[src/rtl/ev_counter_mc.sv]
// ev_counter_mc: multi-channel edge-event counter with wrap/saturate overflow; FILTER_DEBOUNCE_EN adds per-channel debounce
module ev_counter_mc #(
   parameter int CH_NUM  = 4,
   parameter int CNT_W   = 32,
   parameter int SAT     = 0,
   parameter int DEB_LEN = 4
) (
   input  logic              clk_i,
   input  logic              rst_i,
   input  logic [CH_NUM-1:0] ev_i,
   input  logic [CH_NUM-1:0] en_i,
   input  logic [CH_NUM-1:0] clr_i,
   input  logic [1:0]        mode_i,
   input  logic [3:0]        sel_i,
   output logic [CNT_W-1:0]  cnt_o,
   output logic [CH_NUM-1:0] ovf_o
);
`ifdef FILTER_DEBOUNCE_EN
   localparam int RW = $clog2(DEB_LEN + 1);
   localparam logic [RW-1:0] RUN_MAX = RW'(DEB_LEN);
   typedef enum logic {STABLE, PENDING} deb_e;
`endif
   logic [CNT_W-1:0] cnt_a [16];
   for (genvar c = 0; c < CH_NUM; c++) begin : g_ch
      logic s, p_q, ovf_q, ovf_d, strobe, inc;
      logic [CNT_W-1:0] cnt_q, cnt_d;
`ifdef FILTER_DEBOUNCE_EN
      deb_e st_q, st_d;
      logic stb_q, stb_d;
      logic [RW-1:0] run_q, run_d;
      // debounce next state: output flips only after the input has differed for DEB_LEN+1 samples
      always_comb begin
         st_d = st_q;
         stb_d = stb_q;
         run_d = run_q;
         if (st_q == STABLE) begin
            if (ev_i[c] != stb_q) begin
               st_d = PENDING;
               run_d = RW'(1);
            end
         end else if (ev_i[c] == stb_q) begin
            st_d = STABLE;
            run_d = '0;
         end else if (run_q == RUN_MAX) begin
            st_d = STABLE;
            stb_d = ~stb_q;
            run_d = '0;
         end else begin
            run_d = run_q + 1'b1;
         end
      end
      // debounce state register
      always_ff @(posedge clk_i or posedge rst_i) begin
         if (rst_i) begin
            st_q <= STABLE;
            stb_q <= 1'b0;
            run_q <= '0;
         end else begin
            st_q <= st_d;
            stb_q <= stb_d;
            run_q <= run_d;
         end
      end
      assign s = stb_q;
`else
      assign s = ev_i[c];
`endif
      assign strobe = mode_i == 2'b01 ? ~s & p_q : mode_i == 2'b10 ? s ^ p_q : s & ~p_q;
      assign inc = strobe & en_i[c];
      // counter next state: clear beats increment; all-ones either wraps or holds, and sets the sticky flag
      always_comb begin
         cnt_d = cnt_q;
         ovf_d = ovf_q;
         if (clr_i[c]) begin
            cnt_d = '0;
            ovf_d = 1'b0;
         end else if (inc) begin
            ovf_d = ovf_q | (&cnt_q);
            cnt_d = (SAT != 0 && (&cnt_q)) ? cnt_q : cnt_q + 1'b1;
         end
      end
      // edge history tracks the input every cycle, independent of enable
      always_ff @(posedge clk_i or posedge rst_i) begin
         if (rst_i) begin
            p_q <= 1'b0;
            cnt_q <= '0;
            ovf_q <= 1'b0;
         end else begin
            p_q <= s;
            cnt_q <= cnt_d;
            ovf_q <= ovf_d;
         end
      end
      assign cnt_a[c] = cnt_q;
      assign ovf_o[c] = ovf_q;
   end
   for (genvar r = CH_NUM; r < 16; r++) begin : g_pad
      assign cnt_a[r] = '1;
   end
   assign cnt_o = cnt_a[sel_i];
endmodule

[config.mk]
export PLATFORM = sky130hd
export DESIGN_NAME = ev_counter_mc
export DESIGN_NICKNAME = d
export VERILOG_FILES = /design/src/rtl/ev_counter_mc.sv
export SDC_FILE = /design/constraint.sdc
export NUM_CORES = 1
export LEC_CHECK = 0
export CAP_MARGIN = 5
export CORE_UTILIZATION = 60
export DETAILED_ROUTE_END_ITERATION = 8
export GPL_TIMING_DRIVEN = 0
export PLACE_DENSITY = 0.88
export SLEW_MARGIN = 30
export SYNTH_ARGS = -nofsm -noshare
export SYNTH_HDL_FRONTEND = slang
export SYNTH_SLANG_ARGS = --single-unit
[constraint.sdc]
create_clock -name clk_i -period 6.5 [get_ports clk_i]
set_clock_uncertainty 0.05 [all_clocks]
set_input_delay 1.3 -clock clk_i [delete_from_list [all_inputs] [get_ports clk_i]]
set_output_delay 1.3 -clock clk_i [all_outputs]
set_load 0.1 [all_outputs]
[Word level (Yosys, flattened, before mapping)]
Cells that the tools add are included.
Cells by class
  $add $sub $neg: 4
  magnitude comparators: 1
  equal/unequal tests: 2
  muxes and demuxes: 27
  bitwise operators: 29
  reduce and logical (&&, ||, !) cells: 8
Operators by type and width (count)
  $mux 32: 10
  $add 32x1->32 const B: 4
  $bmux 32 s4: 1
  $reduce_and 32->1: 4
  $mux 1: 16
  $and 1x1->1: 12
  $not 1->1: 8
  $reduce_bool 2->1: 4
  $ge 5x5->1 const B: 1
  $not 4->5: 1
  $or 1x1->1: 4
  $xor 1x1->1: 4
  $eq 2x1->1 const B: 1
  $eq 2x2->1 const B: 1
Word-level totals
  register bits after elaboration: 136
  input bits: 20
  logic and storage cells: 83

[Logic depth before layout (Yosys ltp)]
  depth after elaboration: 7
  gate-level depth with buffers: 9

[Least setup slack after synthesis]
Ideal clock, no wire load.
  path kind: input-to-output
  from: input port sel_i[1]
  to: output port cnt_o[18]
  arrival time: 3.322 ns
  data required time: 5.150 ns
  setup slack: 1.828 ns
  stages: 4
  cell sequence: clkbuf_1 clkbuf_1 mux4_2 or3_1
On the way
  cells in the longest elaborated chain, start to end: 4
RTL lines
  from (decl): RTL line 14  | input logic [3:0] sel_i,
  $not 4->5 (not written as such): RTL line 100  | assign cnt_o = cnt_a[sel_i];
  $bmux 32 s4: RTL line 100
  $mux 32 (not written as such) (2 in a row): RTL line 100
  to (decl): RTL line 15  | output logic [CNT_W-1:0] cnt_o,
Every way passes these cells. The select of a mux whose other input is x is not followed.

[Worst setup path in the final report]
  from: input port sel_i[1]
  to: output port cnt_o[16]
Same word-level chain as after synthesis.

==> impl_metrics.toml <==
[sta]
tns_ns = 0
finalSetupViolations = 0
layout_worst_path_cycle_share_pct = 84.5
max_slew_margin_pct = 33.2
worst_pin_slew_ns = 0.999
report.final.slew_viol_count = 0
period_minus_slack_ns = 5.49
hold_viol = 0
finalWorstSetupSlack_ns = 1.01
max_freq_mhz = 182
rsz0062_at_grt = "false"

[finish]
syn2layout_area_growth_pct = 15.7
design_area_mm2 = 0.00958
drive_gt1_share_pct = 9.46
final_nets = 972
final_util_pct = 71.7
finalNonFillerCells = 1127
diodes = 0

[pwr]
intPower_mw = 1.47
power.share.clock_pct = 45.9
p_sw_share_pct = 26.5
seqPwrFrac_pct = 42.8
comb_power_share_pct = 11.2
p_leak_nw = 3.79
ir_drop_uv = 170
switchingPower_mw = 0.530
power_density_mw_per_mm2 = 209

[detailed_routing]
ant_nets = 0
routed_wl_um = 22100
drtIter0Drc = 1064
post_drt_via_cell_ratio = 6.56
wl_per_cell_um = 19.6
drtPass1Iterations = 5
dr_total_vias = 7391
drc = 0

[placed_design]
place_area_mm2 = 0.00903
placed_cells = 1097
dp.final_hpwl_um = 15700
post-place-ws_ns = 0.984
place.gp.congestion = 0.963
port_buffers = 50

[worst_setup_path]
worstPathRequired_ns = 5.15
worstSetupStartpoint = "sel_i[1]"
startpoint_type = "input pin"
rr_worst_depth = 6
worstReg2RegStart = "g_ch[1].p_q$_DFF_PP0_"
cp.depth = 5
crit_family = "buffers and inverters"
reg2reg_slack_ns = 3.78
path_max_fanout = 10
crit_type = "in2out"
worstSetupEndpointType = "output port"
critPathBufInv = 3
crit_end = "cnt_o[16]"
r2r-end = "g_ch[1].cnt_q[28]$_DFFE_PP0P_"
cp_data_arrival_time_ns = 4.14
crit_top_cell = "clkbuf_1"
slowest_stage = "clkdlybuf4s50_1"
slowest_delay_ns = 0.99
timing.critical_path.cells = "clkbuf_1 > clkbuf_1 > mux4_2 > or3_1 > clkdlybuf4s50_1"

[die]
io_pins = 56
coreArea_mm2 = 0.0133
start_util_pct = 62.0
die-area_mm2 = 0.0143
die_w_um = 119
die_h_um = 119
rows = 42

[global_route]
grt_pass1_wl_um = 35500
grt_pass1_vias = 6962
gr-usage-all-layers_pct = 32.8
antenna_found_initial = 1
overflow = 0
grt_max_degree = 76

[clock_tree]
clk_latency_ns = 0.43
ctsHoldBuffers = 0
cts_tree = "built"
clkSlewWorstSetupHoldPaths_ns = 0.05
cts_buffers = 17
clock-root-buffer = "clkbuf_16"
post_cts_resized = 0
clk_path_buf_depth = 2
cts_sinks = 136
postCtsSetupBuffers = 0
htree_num_levels = 4

[outcome]
status = "completed"

[yosys]
synth_edf_count = 0
synthArstFlopShare_pct = 100
synth_nets = 902
synth_top_area_share_pct = 41.1
synth.area.top_cells = "dfrtp_1 41%, mux4_2 8.7%, or3_1 5.5%"
yosysTopAreaCell = "dfrtp_1"
synth_seq_area_share_pct = 41.1
syn_inst = 870
synthFlopType = "dfrtp_1"
ys_warn_count = 0
ys_seq_elements = 136
synth_area_mm2 = 0.00828
post_synth_num_cell_types = 55
synth_area_per_cell_um2 = 9.51

[min_path]
hold_class = "reg2reg"

[flow_run]
drv_cap = 0
cells in the final DEF (no fill, tap or decap), drive strengths merged, types with 3 or more instances in the layout:
master and count:
buf 16, mux2 7, nor2 85, o31ai 17
nor2b 10, nand2 45, or4 23, or3 73
mux4 32, dfrtp 136, nor3 15, and2 9
clkbuf 65, xnor2 18, nand2b 3, and4 11
and3 21, nand4 41, nor4 6, mux2i 4
nand3 47, o21ai 48, ha 12, a21oi 61
xor2 40, clkdlybuf4s50 50, inv 28
cell families (layout without fill, tap and decap cells):
| group | after synthesis | in the layout | synth area share (%) |
|---|---|---|---|
| buffers and inverters | 81 | 162 | 4.05 |
| and+or+nand+nor | 399 | 399 | 26.7 |
| muxes | 43 | 43 | 10.1 |
| xor gates and xnor gates | 58 | 58 | 6.23 |
| DFF | 136 | 136 | 41.1 |
| adders and majority gates | 12 | 12 | 1.81 |
| AOI/OAI and AO/OA | 141 | 141 | 9.98 |
per-layer routing:
| layer | vias up | GRT usage [%] | share of wire, % |
|---|---|---|---|
| li1 | 3335 | - | - |
| met1 | 3590 | 42.9 | 39 |
| met2 | 401 | 51.8 | 48 |
| met3 | 65 | 7.38 | 9.4 |
| met4 | 0 | 15.5 | 3.5 |
| met5 | - | 0 | 0 |
final cells by class:
type	count	area, um^2
buffer	53	230
clock buffer	27	503
clock inverter	3	40.0
fill	981	3770
inverter	28	113
multi-input combinational	653	4540
sequential	136	3400
tap	176	220
timing repair buffer	51	528
flip-flops by register name (all words and copies together) (netlist names):
register,cells
g_ch.ovf_q,4
g_ch.p_q,4
g_ch.cnt_q,128
through the flow:
| stage | power (mW) | hold WS (ns) |
|---|---|---|
| floorplan | 1.04 | 0.414 |
| global placement | 1.09 | 0.440 |
| detailed placement | 1.10 | 0.445 |
| CTS | 2.00 | 0.461 |
| global route | 2.06 | 0.488 |
| finish | 2.00 | 0.455 |
cell usage after synthesis, types with 2 or more instances:
| cell type | count |
|---|---|
| o211ai_1 | 2 |
| nor4_1 | 4 |
| a31o_2 | 2 |
| nand2b_1 | 3 |
| o21ba_2 | 2 |
| nor2_1 | 85 |
| buf_1 | 5 |
| dfrtp_1 | 136 |
| and2_1 | 9 |
| buf_4 | 5 |
| a31oi_1 | 2 |
| ha_1 | 12 |
| xnor2_1 | 18 |
| nor3b_1 | 2 |
| or4_1 | 22 |
| nand4_1 | 40 |
| mux4_2 | 32 |
| or3_1 | 73 |
| a21oi_1 | 61 |
| mux2i_1 | 4 |
| xor2_1 | 39 |
| nor3_1 | 15 |
| and3_1 | 21 |
| nand2_1 | 45 |
| clkbuf_1 | 38 |
| nor2b_1 | 10 |
| o31ai_1 | 17 |
| and4_1 | 11 |
| mux2_2 | 7 |
| o21ai_0 | 47 |
| buf_2 | 4 |
| nand3_1 | 47 |
| inv_1 | 28 |
power by group through the flow:
stage | clock, mW | combinational [mW] | sequential [mW]
finish | 0.920 | 0.225 | 0.858
global route | 0.960 | 0.238 | 0.858
CTS | 0.915 | 0.225 | 0.858
detailed placement | 0 | 0.224 | 0.873
global placement | 0 | 0.219 | 0.873
floorplan | 0 | 0.164 | 0.871
worst register-to-register path: cells and delay by family, from the launching register on:
family	cells	cell delay, ns
compound gates	2	0.75
simple gates	3	1.19
flops	1	0.38
fa+ha+maj	1	0.26
worst min-delay path by stage:
| stage | depth (start not counted) | end | slack [ns] | from |
|---|---|---|---|---|
| global route | 1 | g_ch[0].ovf_q$_DFFE_PP0P_ | 0.49 | g_ch[0].ovf_q$_DFFE_PP0P_ |
| detailed placement | 2 | g_ch[1].ovf_q$_DFFE_PP0P_ | 0.45 | g_ch[1].ovf_q$_DFFE_PP0P_ |
| floorplan | 2 | g_ch[1].ovf_q$_DFFE_PP0P_ | 0.41 | g_ch[1].ovf_q$_DFFE_PP0P_ |
| CTS | 2 | g_ch[1].ovf_q$_DFFE_PP0P_ | 0.46 | g_ch[1].ovf_q$_DFFE_PP0P_ |
| finish | 2 | g_ch[1].ovf_q$_DFFE_PP0P_ | 0.45 | g_ch[1].ovf_q$_DFFE_PP0P_ |
| global placement | 1 | g_ch[0].ovf_q$_DFFE_PP0P_ | 0.44 | g_ch[0].ovf_q$_DFFE_PP0P_ |
No activity file was read; power rests on OpenSTA's default activity.
